File: src/rtl/sbox_share_driver_d3.sv
// Share driver/collector for the 4-share masked Skinny S-box.
// Splits a nibble into Boolean shares, runs the S-box, recombines the result.
module sbox_share_driver_d3 #(
   parameter int LATENCY       = 8,
   parameter int TIMEOUT_SLACK = 3,
   parameter int FRESH_W       = 126
) (
   input  logic               clk,
   input  logic               rst,
   input  logic               in_valid,
   output logic               in_ready,
   input  logic [3:0]         in_data,
   input  logic [11:0]        mask_rand,
   input  logic [FRESH_W-1:0] fresh_rand,
   output logic [3:0]         X_s0,
   output logic [3:0]         X_s1,
   output logic [3:0]         X_s2,
   output logic [3:0]         X_s3,
   output logic [FRESH_W-1:0] Fresh,
   output logic               sbox_rst,
   input  logic               Synch,
   input  logic [3:0]         Y_s0,
   input  logic [3:0]         Y_s1,
   input  logic [3:0]         Y_s2,
   input  logic [3:0]         Y_s3,
   output logic               out_valid,
   input  logic               out_ready,
   output logic [3:0]         out_data,
   output logic               busy,
   output logic               err
);

   localparam int LIMIT = LATENCY + TIMEOUT_SLACK;
   localparam int CNT_W = $clog2(LIMIT + 1);
   localparam logic [CNT_W-1:0] LAT_C = CNT_W'(LATENCY);
   localparam logic [CNT_W-1:0] LIM_C = CNT_W'(LIMIT);

   typedef enum logic [1:0] {
      S_IDLE,
      S_RUN,
      S_DONE
   } state_e;

   state_e             state_q, state_d;
   logic [CNT_W-1:0]   cnt_q, cnt_d;
   logic [3:0]         x0_q, x0_d;
   logic [3:0]         x1_q, x1_d;
   logic [3:0]         x2_q, x2_d;
   logic [3:0]         x3_q, x3_d;
   logic [FRESH_W-1:0] fresh_q, fresh_d;
   logic [3:0]         out_data_q, out_data_d;
   logic               err_q, err_d;
   logic               accept;

   assign accept = in_valid && (state_q == S_IDLE) && !err_q;

   always_comb begin
      state_d    = state_q;
      cnt_d      = cnt_q;
      x0_d       = x0_q;
      x1_d       = x1_q;
      x2_d       = x2_q;
      x3_d       = x3_q;
      out_data_d = out_data_q;
      err_d      = err_q;
      case (state_q)
         S_IDLE: begin
            if (accept) begin
               state_d = S_RUN;
               cnt_d   = '0;
               x1_d    = mask_rand[3:0];
               x2_d    = mask_rand[7:4];
               x3_d    = mask_rand[11:8];
               x0_d    = in_data ^ mask_rand[3:0]
                       ^ mask_rand[7:4] ^ mask_rand[11:8];
            end
         end
         S_RUN: begin
            // Synch beats a coincident timeout
            if (Synch && (cnt_q >= LAT_C)) begin
               out_data_d = Y_s0 ^ Y_s1 ^ Y_s2 ^ Y_s3;
               state_d    = S_DONE;
            end else if (Synch) begin
               err_d   = 1'b1;
               state_d = S_IDLE;
            end else if (cnt_q == LIM_C) begin
               err_d   = 1'b1;
               state_d = S_IDLE;
            end else begin
               cnt_d = cnt_q + 1'b1;
            end
         end
         S_DONE: begin
            if (out_ready) begin
               state_d = S_IDLE;
            end
         end
         default: begin
            state_d = S_IDLE;
         end
      endcase
      if ((state_q != S_IDLE) && (state_d == S_IDLE)) begin
         x0_d = '0;
         x1_d = '0;
         x2_d = '0;
         x3_d = '0;
      end
      fresh_d = (state_d == S_RUN) ? fresh_rand : '0;
   end

   always_ff @(posedge clk) begin
      if (!rst) begin
         state_q    <= S_IDLE;
         cnt_q      <= '0;
         x0_q       <= '0;
         x1_q       <= '0;
         x2_q       <= '0;
         x3_q       <= '0;
         fresh_q    <= '0;
         out_data_q <= '0;
         err_q      <= 1'b0;
      end else begin
         state_q    <= state_d;
         cnt_q      <= cnt_d;
         x0_q       <= x0_d;
         x1_q       <= x1_d;
         x2_q       <= x2_d;
         x3_q       <= x3_d;
         fresh_q    <= fresh_d;
         out_data_q <= out_data_d;
         err_q      <= err_d;
      end
   end

   // in_ready is forced low while reset is held
   assign in_ready  = rst && (state_q == S_IDLE) && !err_q;
   assign X_s0      = x0_q;
   assign X_s1      = x1_q;
   assign X_s2      = x2_q;
   assign X_s3      = x3_q;
   assign Fresh     = fresh_q;
   assign sbox_rst  = (state_q != S_RUN);
   assign out_valid = (state_q == S_DONE);
   assign out_data  = out_data_q;
   assign busy      = (state_q != S_IDLE);
   assign err       = err_q;

endmodule

File: config.mk
export PLATFORM = sky130hd
export DESIGN_NAME = sbox_share_driver_d3
export DESIGN_NICKNAME = d
export VERILOG_FILES = /design/src/rtl/sbox_share_driver_d3.sv
export SDC_FILE = /design/constraint.sdc
export NUM_CORES = 1
export LEC_CHECK = 0
export CAP_MARGIN = 25
export CORE_MARGIN = 5
export CORE_UTILIZATION = 36
export DETAILED_ROUTE_END_ITERATION = 10
export HOLD_SLACK_MARGIN = 0.02
export MAX_ROUTING_LAYER = met4
export PLACE_DENSITY_LB_ADDON = 0.05
export RECOVER_POWER = 50
export SETUP_SLACK_MARGIN = 0.15
export SLEW_MARGIN = 20
export SYNTH_ARGS = -nofsm -noshare
export SYNTH_HDL_FRONTEND = slang
export SYNTH_SLANG_ARGS = --single-unit
File: constraint.sdc
create_clock -name clk -period 2.1 [get_ports clk]
set_input_delay 0.42 -clock clk [delete_from_list [all_inputs] [get_ports clk]]
set_output_delay 0.42 -clock clk [all_outputs]
set_load 0.02 [all_outputs]
* Yosys cells after proc, flatten, opt, wreduce, memory -nomap -nowiden
Cells that the tools add are included.
Storage, ports and cells: register bits 153, logic and storage cells 59
Cells by class: add/subtract/negate cells 1, magnitude comparators 1, equality and inequality tests 9, mux-type cells 13, bitwise logic cells 8, reduce and logical (&&, ||, !) cells 18
Operators with widths (count):
- XOR 4 bit | 6
- 2-to-1 mux 4 bit | 4
- 2-to-1 mux 2 bit | 5
- inequality test 2 bit, second input constant | 4
- case mux 4 bit (2 select lines) | 1
- logical AND 1 bit | 6
- case mux 2 bit (3 select lines) | 1
- AND reduction 2 bit | 3
- nonzero test 2 bit | 3
- AND reduction 5 bit | 1
- adder 4 x 1 -> 4 bit, second input constant | 1
- == test 2 x 1 -> 1 bit, second input constant | 2
- == test 4 bit, second input constant | 1
- >= comparator 4 bit, second input constant | 1
- zero test 2 bit | 2
- AND reduction 3 bit | 1
- == test 2 bit, second input constant | 1
- 2-to-1 mux 1 bit | 2
- inequality test 2 x 1 -> 1 bit, second input constant | 1
- inverter 1 bit | 2
- OR reduction 2 bit | 1
- zero test 1 bit | 1

* Depth between registers and ports, before layout
Gate-level depths: netlist of the first run.
depth in word-level cells 8, gate-level depth with buffers 8

* Worst setup path after synthesis of the first run
No wires, ideal clock.
path type register to register, start point reg cnt_q[0], end point reg fresh_q[45], in the netlist Fresh[45], library setup time 0.113 ns, arrival 1.512 ns, path slack 0.475 ns, stages on the path, launching flop included 9, period minus slack after synthesis 1.625 ns, path through dfxtp_1 > ha_1 > and3b_2 > nor3b_2 > o211a_1 > buf_6 > buf_6 > buf_6 > and2_4
Between the ends: cells in the longest elaborated chain, start to end 7, elaborated cells between the ends (all ways) 9
Ends and longest elaborated chain:
- start, declared | line 45 | logic [CNT_W-1:0] cnt_q, cnt_d;
- start signal, assigned | line 124 | cnt_q <= cnt_d;
- == test 4 bit | line 86 | end else if (cnt_q == LIM_C) begin
- 2-to-1 mux 2 bit | line 86
- 2-to-1 mux 2 bit | line 83 | end else if (Synch) begin
- 2-to-1 mux 2 bit (*) | line 80 | if (Synch && (cnt_q >= LAT_C)) begin
- case mux 2 bit (3 select lines) (*) | line 66 | case (state_q)
- == test 2 x 1 -> 1 bit (*) | line 108 | fresh_d = (state_d == S_RUN) ? fresh_rand : '0;
- AND reduction 2 bit (no line) (*)
- end signal, assigned | line 129 | fresh_q <= fresh_d;
- end, declared | line 50 | logic [FRESH_W-1:0] fresh_q, fresh_d;
Mark *: on every way between the ends. The rest lies on a longest branch, timed or not. A chain may end at the register's enable or synchronous reset.

* Final worst setup path of the first run
start point reg cnt_q[0], end point reg fresh_q[9], in the netlist Fresh[9]
Same word-level chain as after synthesis.

==> results of run 1 <==
-- Yosys cell counts (2+ instances only) --
cell,n
ha_1,2
a211oi_1,4
and2_1,108
nor3b_1,2
xnor2_1,27
a21oi_1,2
buf_6,8
nand2_1,31
nor2_1,9
inv_1,3
clkbuf_1,3
and2_4,20
clkbuf_2,8
o211a_1,5
dfxtp_1,153
a21oi_2,10
-- power by group through the flow --
stage	sequential, W	combinational (W)	clock, W
floorplan	0.00336	0.000300	0
global placement	0.00317	0.00117	0
detailed placement	0.00318	0.00118	0
CTS	0.00311	0.00119	0.00333
global route	0.00312	0.00118	0.00346
finish	0.00311	0.00111	0.00326
-- per-stage QoR --
| step | area [µm²] | instances | hold slack [ns] | setup WS (ns) |
|---|---|---|---|---|
| global route | 8695 | 923 | 0.4779 | 0.05850 |
| finish | 8695 | 923 | 0.4620 | 0.1897 |
| floorplan | 4848 | 415 | 0.5202 | 0.4749 |
| CTS | 8798 | 923 | 0.4695 | 0.1299 |
| detailed placement | 8159 | 891 | 0.4606 | 0.06781 |
| global placement | 8159 | 891 | 0.4506 | 0.05851 |
-- cells by family after synthesis --
family	count (synthesis)
flops	153
fa+ha+maj	2
xor+xnor	27
mux	1
compound gates	26
buf+inv	24
simple gates	182
-- registers in the layout (all words and copies together) (netlist names) --
name and flops:
err 1, X_s3 4, X_s2 4, X_s0 4, out_data 4, state_q 2, cnt_q 4, Fresh 126
X_s1 4
-- cell type report --
cell class	instances	area, µm²
Fill cell	1073	4548
Timing Repair Buffer	321	3207
Sequential cell	153	3065
Multi-Input combinational cell	238	1548
Clock buffer	20	456.7
Tap cell	176	220.2
Clock inverter	12	186.4
Inverter	3	11.26
-- critical path, stage by stage, from the launching register on --
cell	delay [ns]
dfxtp_1	0.35
ha_1	0.23
and3b_1	0.23
nor3b_1	0.27
o211a_4	0.30
buf_6	0.29
and2_1	0.17
-- layer usage --
metal / part of all wire [%] / wire (µm)
met5: 0 / 0
met4: 1.1 / 162
met3: 13 / 1958
met2: 51 / 7596
met1: 35 / 5208
-- worst min-delay path by stage --
| stage | cells after the start | endpoint |
|---|---|---|
| 2_1_floorplan | 2 | cnt_q[2] |
| 3_3_place_gp | 2 | X_s2[3] |
| 3_5_place_dp | 2 | X_s1[1] |
| 4_1_cts | 2 | X_s1[1] |
| 5_1_grt | 2 | X_s1[1] |
| 6_report | 2 | X_s3[0] |
-- what timing repair did --
action,CTS,global route
hold endpoints to repair,0,0
hold buffers,0,0
pin swaps,1,0
endpoints found under the setup margin,4,3
gates resized for setup,5,2
==> impl_metrics.py, run 1 <==
metrics = {
    "logic_synthesis": {
        "synth_area_leaders": "dfxtp_1 63%, and2_1 14%, xnor2_1 4.9%",
        "synth_area_um2": 4848,
        "synth.area.mux_share_pct": 0.2065,
        "synth_top_family_by_area": "simple AND/OR/NAND/NOR gates",
        "synth_flop_cell": "dfxtp_1",
        "syn-instance-count": 415,
        "yosys.area_share.simple_pct": 22.86,
        "syn_avg_cell_area_um2": 11.68,
        "synth.distinct_cells": 36,
        "yosys.area.top_type": "dfxtp_1",
        "synth_fa_ha_area_share_pct": 0.5161,
        "async_flop_share_pct": 0,
        "ys_seq_area_share_pct": 63.17,
        "synth_xor_area_share_pct": 4.877,
        "synth_top_area_share_pct": 63.17,
        "ys_seq_elements": 153,
        "syn-num-nets": 580,
        "synth_compound_area_share_pct": 4.826,
        "synth_edf_count": 0,
        "synth_warnings": 0,
    },
    "power": {
        "seqPwrFrac_pct": 41.6,
        "p_per_area_nw_per_um2": 859.1,
        "p_sw_w": 0.001708,
        "pwr-share-clk_pct": 43.6,
        "p_comb_share_pct": 14.8,
        "p_sw_share_pct": 22.86,
        "p_leak_nw": 3.617,
        "ir_drop_uv": 505.8,
        "cellInternalPower_w": 0.005762,
        "power_w": 0.007470,
    },
    "floorplan": {
        "die-area_um2": 15890,
        "fp.coreArea_um2": 13240,
        "start_util_pct": 36.61,
        "rows": 42,
        "die_w_um": 126.1,
        "boundaryPins": 314,
        "die_h_um": 126.1,
    },
    "finish": {
        "area_delta_synth_final_pct": 79.33,
        "final_nets": 899,
        "final_common_cell": "clkdlybuf4s50_1",
        "fin_util_pct": 65.66,
        "most-common-layout-cells": "230 x clkdlybuf4s50_1, 151 x dfxtp_1, 104 x and2_1, 79 x dlygate4sd3_1, 31 x nand2_1",
        "antenna_cells": 0,
        "final_layout_size_suffix_gt1_share_pct": 6.560,
    },
    "min_path": {
        "hold_class": "reg -> reg",
        "hold_path_startpoint": "X_s3[0]",
    },
    "setup_path": {
        "critPathLaunch": "cnt_q[0]",
        "critPathMaxFanout": 46,
        "cp.required_ns": 2.44,
        "start_kind": "flop",
        "cp.arrival_ns": 2.25,
        "r2r_start": "cnt_q[0]",
        "worstSetupEndpointType": "flop",
        "critPathCapture": "Fresh[9]",
        "r2r_setup_slack_ns": 0.19,
        "critical_path_class": "reg -> reg",
        "regToRegEndpoint": "Fresh[9]",
        "worstRegToRegCells": 6,
    },
    "clock_network": {
        "htreeDepth": 4,
        "cts_root_buf": "clkbuf_16",
        "clock_path_buffers": 2,
        "cts_setup_buffers": 0,
        "numCtsBuffers": 17,
        "clkTransAtPathRegs_ns": 0.06,
        "tritoncts": "built",
        "clk_latency_ns": 0.41,
        "clock-sinks": 153,
    },
    "timing": {
        "worst_slew_pin_slew_ns": 0.4395,
        "setup_viol": 0,
        "fmax_mhz": 523.5,
        "rsz0062_at_grt": "true",
        "min_period_over_period_pct": 90.97,
        "drv_slew": 0,
        "slew_headroom_pct": 70.63,
        "fin_crit_ns": 1.910,
        "finalSetupTns_ns": 0,
        "finalClockSkew_ns": 0.007024,
        "hold_viol_final": 0,
    },
    "global_route": {
        "grt_util_met3_pct": 10.46,
        "antenna_found_initial": 0,
        "gr-usage-met1_pct": 18.70,
        "grt_pass1_vias": 4106,
        "busiest_layer": "met2",
        "grt_pass1_wl_um": 22900,
        "track_usage_pct": 19.24,
        "use_met2_pct": 33.11,
        "overflow": 0,
        "grt_max_degree": 48,
    },
    "drt": {
        "drtIter0Drc": 146,
        "wl_per_cell_um": 16.17,
        "avgViaCountPerCell": 4.202,
        "drt_wl_total_um": 14930,
        "ant_nets": 0,
        "vias": 3878,
        "drcViolationCount": 0,
        "drtPass1Iterations": 4,
    },
    "place": {
        "gp_congestion": 0.8094,
        "io_buffers": 313,
        "hpwl_um": 11830,
    },
    "outcome": {
        "status": "finished clean",
    },
    "run": {
        "maxCapViolCount": 0,
    },
}
(Power assumes the default switching activity.)
==> inputs of run 2 (changes only) <==
GPL_ROUTABILITY_DRIVEN = 0   (was default)
SETUP_SLACK_MARGIN = default   (was 0.15)
==> run 2 against run 1 <==
  * Largest cell class unchanged
  * Sequential share of layout area is essentially flat
  * Non-clock buffer count did not move
  * Clock skew is essentially flat
  * Die area is the same
  * First-iteration DRC count is 12% lower
  * Cell count unchanged
  * Sequential power about the same
  * Via count is essentially flat
==> impl_metrics.py, run 2 (synthesis gave the netlist of run 1 again) <==
metrics = {
    "clock_network": {
        "htreeDepth": 4,
        "tritoncts": "built",
        "cts_root_buf": "clkbuf_16",
        "clk_latency_ns": 0.41,
        "numCtsBuffers": 17,
        "cts_setup_buffers": 0,
        "clock_path_buffers": 2,
        "clkTransAtPathRegs_ns": 0.06,
        "clock-sinks": 153,
        "cts_hold_buffers": 0,
    },
    "power": {
        "p_leak_nw": 3.617,
        "pwr-share-clk_pct": 43.6,
        "cellInternalPower_w": 0.005761,
        "p_per_area_nw_per_um2": 859.6,
        "p_comb_share_pct": 14.8,
        "p_sw_share_pct": 22.86,
        "seqPwrFrac_pct": 41.6,
        "p_sw_w": 0.001707,
        "ir_drop_uv": 505.7,
    },
    "global_route": {
        "grt_pass1_vias": 4106,
        "grt_pass1_wl_um": 22900,
        "antenna_found_initial": 0,
        "track_usage_pct": 19.24,
        "grt_max_degree": 48,
        "overflow": 0,
    },
    "finish": {
        "final_layout_size_suffix_gt1_share_pct": 6.426,
        "largest_reg_flops": 126,
        "n_fill_cell": 1074,
        "most-common-layout-cells": "231 x clkdlybuf4s50_1, 152 x dfxtp_1, 104 x and2_1, 78 x dlygate4sd3_1, 31 x nand2_1",
        "final_nets": 899,
        "antenna_cells": 0,
        "area_delta_synth_final_pct": 79.17,
        "regArea_um2": 3064,
        "final_common_cell": "clkdlybuf4s50_1",
        "multi_input_area_um2": 1538,
    },
    "timing": {
        "fin_crit_ns": 1.934,
        "drv_slew": 0,
        "slew_headroom_pct": 67.90,
        "fmax_mhz": 517.0,
        "hold_viol_final": 0,
        "setup_viol": 0,
        "rsz0062_at_grt": "false",
        "fin_ws_ns": 0.1659,
        "worst_slew_pin_slew_ns": 0.4815,
        "finalClockSkew_ns": 0.007141,
        "finalSetupTns_ns": 0,
        "min_period_over_period_pct": 92.10,
    },
    "run": {
        "maxCapViolCount": 0,
    },
    "setup_path": {
        "cp_slowest_stage_delay_ns": 0.47,
        "cp.required_ns": 2.44,
        "critPathMaxFanout": 46,
        "critical_path_class": "reg -> reg",
        "path_cells": "ha_1 -> and3b_1 -> nor3b_2 -> o211a_1 -> buf_12 -> and2_1",
        "cp.arrival_ns": 2.28,
        "crit_buf_inv": 1,
        "r2r_setup_slack_ns": 0.17,
        "start_kind": "flop",
        "critPathTopFamily": "simple AND/OR/NAND/NOR gates",
        "worstSetupEndpointType": "flop",
        "crit_path_top_delay_cell": "o211a_1",
    },
    "floorplan": {
        "die_h_um": 126.1,
        "die-area_um2": 15890,
        "boundaryPins": 314,
        "fp.coreArea_um2": 13240,
        "rows": 42,
        "die_w_um": 126.1,
        "start_util_pct": 36.61,
    },
    "drt": {
        "drtIter0Drc": 129,
        "wl_per_cell_um": 16.18,
        "avgViaCountPerCell": 4.198,
        "drt_wl_total_um": 14930,
        "ant_nets": 0,
        "vias": 3875,
        "drtPass1Iterations": 6,
        "drcViolationCount": 0,
    },
    "place": {
        "io_buffers": 313,
        "post-place-ws_ns": 0.06781,
        "hpwl_um": 11830,
    },
    "outcome": {
        "status": "finished clean",
    },
    "min_path": {
        "hold_class": "reg -> reg",
    },
}
-- run 2: changes by cell type in the layout (fill, tap and decap cells not counted), sizes merged --
cell,before,now
dlygate4sd2,4,3
dlygate4sd3,79,78
clkbuf,23,24
clkdlybuf4s50,230,231
-- run 2: tightest hold or removal path, delay by kind of cell (launching register included) --
kind	cells	cell delay [ns]
simple gates	1	0.05
compound gates	1	0.05
flops	1	0.31
-- run 2: final timing paths --
| kind | start | endpoint | depth (start not counted) |
|---|---|---|---|
| worst max-delay path | cnt_q[0] | Fresh[9] | 6 |
| worst min-delay path | X_s3[0] | X_s3[0] | 2 |
| worst max register to register | cnt_q[0] | Fresh[9] | 6 |
| worst min register to register | X_s3[0] | X_s3[0] | 2 |
-- run 2: layer usage --
metal	vias up	share of wire, %	global-route usage [%]
met1	1728	35	18.70
li1	1933	-	-
met4	0	1.1	5.678
met3	13	13	10.46
met2	201	51	33.11
met5	-	0	-
-- run 2: layout make-up --
| cell class | instances | area share, % |
|---|---|---|
| timing repair buffer | 321 | 36.96 |
| multi-input combinational | 238 | 17.70 |
| clock inverter | 12 | 2.146 |
| tap | 176 | 2.535 |
| clock buffer | 20 | 5.257 |
| sequential | 153 | 35.27 |
| inverter | 3 | 0.1296 |
-- run 2: power groups by stage --
stage	sequential, W	combinational (W)	clock [W]
floorplan	0.00336	0.000300	0
global placement	0.00317	0.00117	0
detailed placement	0.00318	0.00118	0
CTS	0.00311	0.00119	0.00333
global route	0.00312	0.00118	0.00346
finish	0.00311	0.00110	0.00326
-- run 2: repair_timing --
item	CTS	global route
gates resized for setup	4	1
gates cloned	0	0
setup endpoints to repair	4	1
pin swaps	1	0
-- run 2: stage by stage --
step	hold slack, ns	area, µm²	util, %	total power, W	std cells
detailed placement	0.4606	8159	61.61	0.004358	891
floorplan	0.5202	4848	-	0.003665	415
CTS	0.4695	8800	66.45	0.007633	923
global placement	0.4506	8159	61.61	0.004342	891
finish	0.4623	8687	65.60	0.007468	923
global route	0.4779	8687	65.60	0.007763	923
==> inputs of run 3 (changes only) <==
CTS_CLUSTER_SIZE = 20   (was default)
==> results of run 3 <==
The final DEF is identical to that of run 2; final timing and power are the same.
